===== src/rtl/gate_memory_master.sv =====
// ============================================================================
// gate_memory_master -- burst initiator for the gate memory port
// Rev 1.0
// ============================================================================
`timescale 1ns/1ps
`default_nettype none

module gate_memory_master #(
  parameter int DATA_SIZE   = 14,
  parameter int ADDR_SIZE   = 19,
  parameter int MEMORY_SIZE = 10
) (
  input  logic                 i_clock,
  input  logic                 i_reset,
  input  logic                 i_start,
  input  logic                 i_mode,
  input  logic [ADDR_SIZE-1:0] i_base_addr,
  input  logic [ADDR_SIZE-1:0] i_length,
  output logic                 o_busy,
  output logic                 o_done,
  output logic                 o_error,
  input  logic [DATA_SIZE-1:0] i_wr_data,
  input  logic                 i_wr_valid,
  output logic                 o_wr_ready,
  output logic [DATA_SIZE-1:0] o_rd_data,
  output logic                 o_rd_valid,
  input  logic                 i_rd_ready,
  output logic [ADDR_SIZE-1:0] o_mem_addr,
  output logic                 o_mem_read,
  output logic                 o_mem_write,
  output logic [DATA_SIZE-1:0] o_mem_data,
  input  logic [DATA_SIZE-1:0] i_mem_data
);

  typedef enum logic [2:0] {
    S_IDLE  = 3'd0,
    S_CHECK = 3'd1,
    S_WRITE = 3'd2,
    S_READ  = 3'd3,
    S_HOLD  = 3'd4,
    S_DONE  = 3'd5
  } state_t;

  localparam logic [ADDR_SIZE-1:0] c_addr_one = ADDR_SIZE'(1);
  localparam logic [ADDR_SIZE:0]   c_mem_size = (ADDR_SIZE+1)'(MEMORY_SIZE);

  state_t               r_state;
  logic                 r_mode;
  logic [ADDR_SIZE-1:0] r_base;
  logic [ADDR_SIZE-1:0] r_length;
  logic [ADDR_SIZE-1:0] r_index;

  logic [ADDR_SIZE-1:0] w_addr;
  logic [ADDR_SIZE-1:0] w_next_addr;
  logic [ADDR_SIZE-1:0] w_next_index;
  logic                 w_last;
  logic [ADDR_SIZE:0]   w_end;
  logic                 w_reject;

  assign w_addr       = r_base + r_index;
  assign w_next_addr  = w_addr + c_addr_one;
  assign w_next_index = r_index + c_addr_one;
  assign w_last       = (w_next_index == r_length);
  // One extra bit so a huge base/length cannot wrap back into the legal range
  assign w_end        = {1'b0, r_base} + {1'b0, r_length};
  assign w_reject     = (r_length == '0) || (w_end > c_mem_size);

  always_ff @(posedge i_clock or posedge i_reset) begin
    if (i_reset) begin
      r_state     <= S_IDLE;
      r_mode      <= 1'b0;
      r_base      <= '0;
      r_length    <= '0;
      r_index     <= '0;
      o_busy      <= 1'b0;
      o_done      <= 1'b0;
      o_error     <= 1'b0;
      o_wr_ready  <= 1'b0;
      o_rd_data   <= '0;
      o_rd_valid  <= 1'b0;
      o_mem_addr  <= '0;
      o_mem_read  <= 1'b0;
      o_mem_write <= 1'b0;
      o_mem_data  <= '0;
    end else begin
      case (r_state)
        S_IDLE: begin
          if (i_start) begin
            r_mode   <= i_mode;
            r_base   <= i_base_addr;
            r_length <= i_length;
            r_index  <= '0;
            o_busy   <= 1'b1;
            r_state  <= S_CHECK;
          end
        end

        S_CHECK: begin
          if (w_reject) begin
            o_done  <= 1'b1;
            o_error <= 1'b1;
            r_state <= S_DONE;
          end else if (r_mode) begin
            o_mem_read <= 1'b1;
            o_mem_addr <= w_addr;
            r_state    <= S_READ;
          end else begin
            o_wr_ready <= 1'b1;
            r_state    <= S_WRITE;
          end
        end

        S_WRITE: begin
          // The strobe for an accepted beat lands in the following cycle
          if (i_wr_valid) begin
            o_mem_write <= 1'b1;
            o_mem_addr  <= w_addr;
            o_mem_data  <= i_wr_data;
            r_index     <= w_next_index;
            if (w_last) begin
              o_wr_ready <= 1'b0;
              o_done     <= 1'b1;
              r_state    <= S_DONE;
            end
          end else begin
            o_mem_write <= 1'b0;
          end
        end

        S_READ: begin
          o_mem_read <= 1'b0;
          o_rd_data  <= i_mem_data;
          o_rd_valid <= 1'b1;
          r_state    <= S_HOLD;
        end

        S_HOLD: begin
          if (i_rd_ready) begin
            o_rd_valid <= 1'b0;
            r_index    <= w_next_index;
            if (w_last) begin
              o_done  <= 1'b1;
              r_state <= S_DONE;
            end else begin
              o_mem_read <= 1'b1;
              o_mem_addr <= w_next_addr;
              r_state    <= S_READ;
            end
          end
        end

        S_DONE: begin
          o_done      <= 1'b0;
          o_error     <= 1'b0;
          o_busy      <= 1'b0;
          o_mem_write <= 1'b0;
          r_state     <= S_IDLE;
        end

        default: r_state <= S_IDLE;
      endcase
    end
  end

endmodule

`default_nettype wire


===== config.mk =====
export PLATFORM = sky130hd
export DESIGN_NAME = gate_memory_master
export DESIGN_NICKNAME = d
export VERILOG_FILES = /design/src/rtl/gate_memory_master.sv
export SDC_FILE = /design/constraint.sdc
export NUM_CORES = 1
export LEC_CHECK = 0
export BUFFER_PORTS_ARGS = -buffer_cell sky130_fd_sc_hd__buf_4
export CORE_MARGIN = 10
export CORE_UTILIZATION = 55
export CTS_CLUSTER_DIAMETER = 60
export DETAILED_ROUTE_END_ITERATION = 8
export GPL_TIMING_DRIVEN = 0
export PLACE_DENSITY = 0.77
export SETUP_SLACK_MARGIN = 0.3
export SLEW_MARGIN = 30
export SYNTH_ARGS = -nofsm -noshare
export SYNTH_HDL_FRONTEND = slang
export SYNTH_SLANG_ARGS = --single-unit

===== constraint.sdc =====
create_clock -name i_clock -period 5.15 [get_ports i_clock]
set_input_delay 0 -clock i_clock [delete_from_list [all_inputs] [get_ports i_clock]]
set_output_delay 0 -clock i_clock [all_outputs]
set_load 0.05 [all_outputs]

Word-level counts from Yosys, hierarchy flattened
Index checks and enable logic that the tools add are counted.
{ "classes": {"n_bitwise": 0, "order_cmp": 1, "reduce_logical": 23, "n_mux": 40, "n_mul": 0, "n_addsub": 4, "div_mod_pow": 0, "n_eq_ne": 15, "shifts": 0} }
{ "ops": {"columns": ["operator", "count"], "rows": [
  ["$mux W19", 8],
  ["$pmux W19 S3", 2],
  ["$add A19 B1 Y19 const B", 2],
  ["$add A19 B19 Y20", 1],
  ["$gt A20 B4 Y1 const B", 1],
  ["$add A19 B19 Y19", 1],
  ["$eq A19 B19 Y1", 1],
  ["$logic_not A19 Y1", 1],
  ["$mux W3", 6],
  ["$ne A2 B2 Y1 const B", 9],
  ["$mux W1", 16],
  ["$pmux W3 S5", 1],
  ["$reduce_and A4 Y1", 3],
  ["$pmux W1 S2", 5],
  ["$reduce_and A2 Y1", 5],
  ["$reduce_and A5 Y1", 2],
  ["$reduce_bool A2 Y1", 5],
  ["$reduce_bool A3 Y1", 3],
  ["$eq A3 B2 Y1 const B", 2],
  ["$eq A3 B3 Y1 const B", 2],
  ["$reduce_and A6 Y1", 1],
  ["$pmux W1 S4", 1],
  ["$reduce_bool A4 Y1", 1],
  ["$eq A3 B1 Y1 const B", 1],
  ["other kinds (3)", 3]
]} }
{ "totals": {"elab_cells": 98, "latchBits": 0, "memories": 0, "mem_bits_rw": 0, "rom_bits": 0, "out_inout_bits": 54, "reg_bits": 115, "in_bits": 72} }

Longest topological paths before layout
{ "depth": {"word_depth": 5, "depth_mapped": 13, "mapped_depth_nobuf": 11} }

Worst setup path after synthesis
Ideal clock, no wire load.
{ "synth_timing": {"path_type": "register to register", "startpoint": "reg r_length[0]", "endpoint": "reg o_mem_addr[10]", "t_required_ns": 5.025, "path_buffers": 1, "t_arrival_ns": 3.220, "synth_period_minus_slack_ns": 3.345, "slack_ns": 1.805, "setup_ns": 0.125, "path_stages_with_launch": 13, "path_cell_list": "dfrtp_1 -> ha_1 -> fa_1 -> a21o_1 -> a221o_1 -> a2111oi_2 -> nor4_1 -> nor2_1 -> and4_1 -> nand4_4 -> a21oi_4 -> buf_12 -> mux2_4"} }
{ "synth_between": {"elab_chain_cells": 5, "elab_cells_between_ends": 8, "cone_classes": "add/sub: 1; order compare: 1; eq/ne: 3; reduce/logical: 3"} }
{ "synth_lines": {"columns": ["element", "line_no", "source"], "rows": [
  ["from (decl)", "50", "logic [ADDR_SIZE-1:0] r_length;"],
  ["from (signal assigned)", "91", "r_length <= i_length;"],
  ["$add A19 B19 Y20", "65", "assign w_end = {1'b0, r_base} + {1'b0, r_length};"],
  ["$gt A20 B4 Y1", "66", "assign w_reject = (r_length == '0) || (w_end > c_mem_size);"],
  ["$logic_or A1 B1 Y1", "66", null],
  ["$ne A2 B2 Y1 (no source line)", null, null],
  ["$reduce_and A6 Y1 (no source line) (*)", null, null],
  ["to (signal assigned)", "105", "o_mem_addr <= w_addr;"],
  ["to (signal assigned)", "117", "o_mem_addr <= w_addr;"],
  ["to (signal assigned)", "146", "o_mem_addr <= w_next_addr;"],
  ["to (decl)", "28", "output logic [ADDR_SIZE-1:0] o_mem_addr,"]
]} }
Every way passes the cells marked *; elsewhere a longest branch is shown, timed or not.
A chain may end at the register's enable or synchronous reset.

Final worst setup path
{ "layout_timing": {"startpoint": "reg r_base[1]", "endpoint": "reg o_mem_addr[10]"} }
{ "layout_between": {"elab_chain_cells": 5, "elab_cells_between_ends": 13, "cone_classes": "add/sub: 3; order compare: 1; eq/ne: 1; mux: 6; reduce/logical: 2"} }
{ "layout_lines": {"columns": ["element", "line_no", "source"], "rows": [
  ["from (decl)", "49", "logic [ADDR_SIZE-1:0] r_base;"],
  ["from (signal assigned)", "90", "r_base <= i_base_addr;"],
  ["$add A19 B19 Y19 or $add A19 B19 Y20 (tied branches)", "60, 65", null],
  ["$add A19 B1 Y19 or $gt A20 B4 Y1 (tied branches)", "61, 66", null],
  ["$mux W19 or $logic_or A1 B1 Y1 (tied branches)", "141, 66", null],
  ["$mux W19 or $ne A2 B2 Y1 (tied branches)", null, null],
  ["$pmux W19 S3 or $reduce_and A6 Y1 (tied branches)", null, null]
]} }
Parallel ways exist; a longest one is shown, timed or not. The select of a mux whose other input is x is not followed.

==> impl_metrics.env <==
export IMPL_status="completed"
export IMPL_worst_path_max_fanout=10
export IMPL_drive_gt1_frac=0.2639
export IMPL_synthFlopType="dfrtp_1"
export IMPL_start_kind="flip-flop"
export IMPL_use_met3=0.07904
export IMPL_vias=7985
export IMPL_cts_tree="built"
export IMPL_synth_top_cell_by_area="dfrtp_1"
export IMPL_portBuffers=125
export IMPL_clkSinkCount=115
export IMPL_initial_core_util=0.5608
export IMPL_post_cts_setup_buffers=0
export IMPL_synth_edf_count=0
export IMPL_grt_first_pass_wirelength_um=41410
export IMPL_grt_pass1_vias=7866
export IMPL_drtIter0Drc=550
export IMPL_fin_crit_ps=4102
export IMPL_whs_ps=78.07
export IMPL_place_hpwl_um=18400
export IMPL_ios=126
export IMPL_synth_cell_types=89
export IMPL_synth_top_area_share=0.3375
export IMPL_setup_viol=0
export IMPL_grt_use_met1=0.3152
export IMPL_coreArea_um2=15200
export IMPL_area_delta_synth_final_pct=30.03
export IMPL_p_leak_uw=0.004813
export IMPL_ir_drop_mv=0.6161
export IMPL_clk_latency_ps=420
export IMPL_final_max_slew_viol_count=0
export IMPL_power_density_nw_per_um2=717.4
export IMPL_finalCritPeriodShare=0.7964
export IMPL_worst_ep_required_time_ps=5440
export IMPL_use_met2=0.4040
export IMPL_top_usage_layer="met2"
export IMPL_path_delay_family="compound AO/OA/AOI/OAI gates"
export IMPL_grt_overflow=0
export IMPL_postRouteAntennaNets=0
export IMPL_syn_instance_count=890
export IMPL_path_cells="ha_1 -> a211oi_1 -> o21bai_1 -> a22oi_1 -> mux2i_1 -> o22a_1 -> nand4_4 -> a21oi_4 -> buf_12 -> mux2_4"
export IMPL_critical_path_slowest_cell="a211oi_1"
export IMPL_rows=45
export IMPL_fin_total_pwr_uw=7953
export IMPL_timing_critical_path_buf_inv=1
export IMPL_crit_arrival_ps=4400
export IMPL_synthArstFlopShare=1.000
export IMPL_relSlewSlack=0.3444
export IMPL_synth_fp_nets=1003
export IMPL_path_clk_slew_ps=60
export IMPL_routedWlPerCell_um=19.68
export IMPL_route_detailed_drc=0
export IMPL_hold_viol=0
export IMPL_max_freq_mhz=243.8
export IMPL_crit_path_end_kind="flip-flop"
export IMPL_criticalPathCategory="flip-flop to flip-flop"
export IMPL_dieArea_um2=20880
export IMPL_globalRouteTotalUtil=0.2491
export IMPL_syn_cell_area_um2=8526
export IMPL_fin_setup_tns_ps=0
export IMPL_fin_area_um2=11090
export IMPL_fin_skew_ps=14.02
export IMPL_tightest_slew_ps=981.3
export IMPL_die_x_um=144.5
export IMPL_ys_warn_count=0
export IMPL_dpl_cell_area_um2=9734
export IMPL_critPathMaxStageDelay_ps=520
export IMPL_yosysSeqAreaShare=0.3375
export IMPL_grt_max_degree=91
export IMPL_min_path_type="input pin to asynchronous set/reset pin"
export IMPL_root_buffer="clkbuf_16"
export IMPL_numCtsBuffers=17
export IMPL_fin_nets=1218
export IMPL_gp_congestion=0.9245
export IMPL_netlist_top_cells_area="dfrtp_1, mux2_2, ha_1"
export IMPL_antenna_found_initial=0
export IMPL_clockBufferDepth=2
export IMPL_htreeDepth=4
export IMPL_nFillCells=1111
export IMPL_synth_avg_cell_area_um2=9.579
export IMPL_drt_pass1_iter_count=5
export IMPL_synth_common_cells="dfrtp_1, mux2_2, nand2_1"
export IMPL_vias_per_cell=6.109
export IMPL_totalWireLength_um=25720
export IMPL_rsz0062_at_grt="false"
export IMPL_synth_most_common_cell="dfrtp_1"
export IMPL_synth_seq_cells=115
export IMPL_dieHeight_um=144.5
export IMPL_maxCapViolCount=0
path summary, 6_finish.rpt:
kind | from | end | slack (ps) | cells after the start
setup / recovery | r_base[1] | o_mem_addr[10] | 1050 | 10
hold / removal | i_reset | o_rd_data[4] | 80 | 3
setup reg to reg | r_base[1] | o_mem_addr[10] | 1050 | 10
hold reg to reg | o_mem_addr[18] | o_mem_addr[18] | 500 | 1
max in group asynchronous | i_reset | r_length[8] | 4380 | 4
min in group i_clock | i_wr_valid | o_mem_data[11] | 220 | 3
tightest hold or removal path, delay by kind of cell:
family	cells	cell delay, ps
buf+inv	3	860
layout by cell type (no fill, tap or decap), types with 25 or more instances in the layout:
master         count
dlygate4sd3_1     70
clkbuf_1          25
buf_4            128
a21oi_1           50
dfrtp_1          115
nand3_1           26
nand2_1           59
nor2_1            53
mux2_2            78
ha_1              39
xnor2_1           27
o21ai_0           48
layer usage:
layer | wire length [µm] | up-vias
met4 | 396 | 0
li1 | - | 3809
met2 | 12130 | 292
met1 | 11090 | 3856
met3 | 2109 | 28
met5 | 0 | -
power by group:
part,total [µW],switching (µW),internal [µW]
Combinational,4920,2940,1990
Clock,1300,461,844
Sequential,1720,438,1290
final cells by class:
class | instances | area (µm²) | share of cell area
multi-input cells | 715 | 5354 | 0.4830
flip-flops and latches | 115 | 2878 | 0.2596
repair buffers | 196 | 1667 | 0.1503
clock buffers | 19 | 452.9 | 0.04086
plain buffers | 45 | 237.7 | 0.02144
well taps | 188 | 235.2 | 0.02122
clock inverters | 13 | 195.2 | 0.01761
inverters | 15 | 63.81 | 0.005756
diodes | 1 | 2.502 | 0.0002257
sequential cells by signal (all words and copies together), names as in the netlist, 3 cells and up:
register and count:
o_mem_addr 19, r_index 19, o_mem_data 14, r_base 19, o_rd_data 14, r_state 3
r_length 19
logic make-up after synthesis:
kind of cell               after synthesis  synth area share
buffers and inverters                   60           0.03449
and+or+nand+nor                        306            0.2055
AOI/OAI and AO/OA                      229            0.1862
adders and majority gates               41           0.06193
DFF                                    115            0.3375
xor gates and xnor gates                48           0.05019
muxes                                   91            0.1242
timing repair:
item / in CTS / in global routing
hold buffers: 70 / 0
endpoints found under the hold margin: 186 / 0
resized for setup: 0 / 0
stage by stage:
step	instances	worst slack, ps	utilization
2_1_floorplan	890	1805	-
3_3_place_gp	1203	666.0	0.6380
3_5_place_dp	1204	1257	0.6403
4_1_cts	1306	1125	0.7291
5_1_grt	1306	911.5	0.7291
6_report	1307	1048	0.7292
Note: power is estimated with default switching activity, not from simulation.
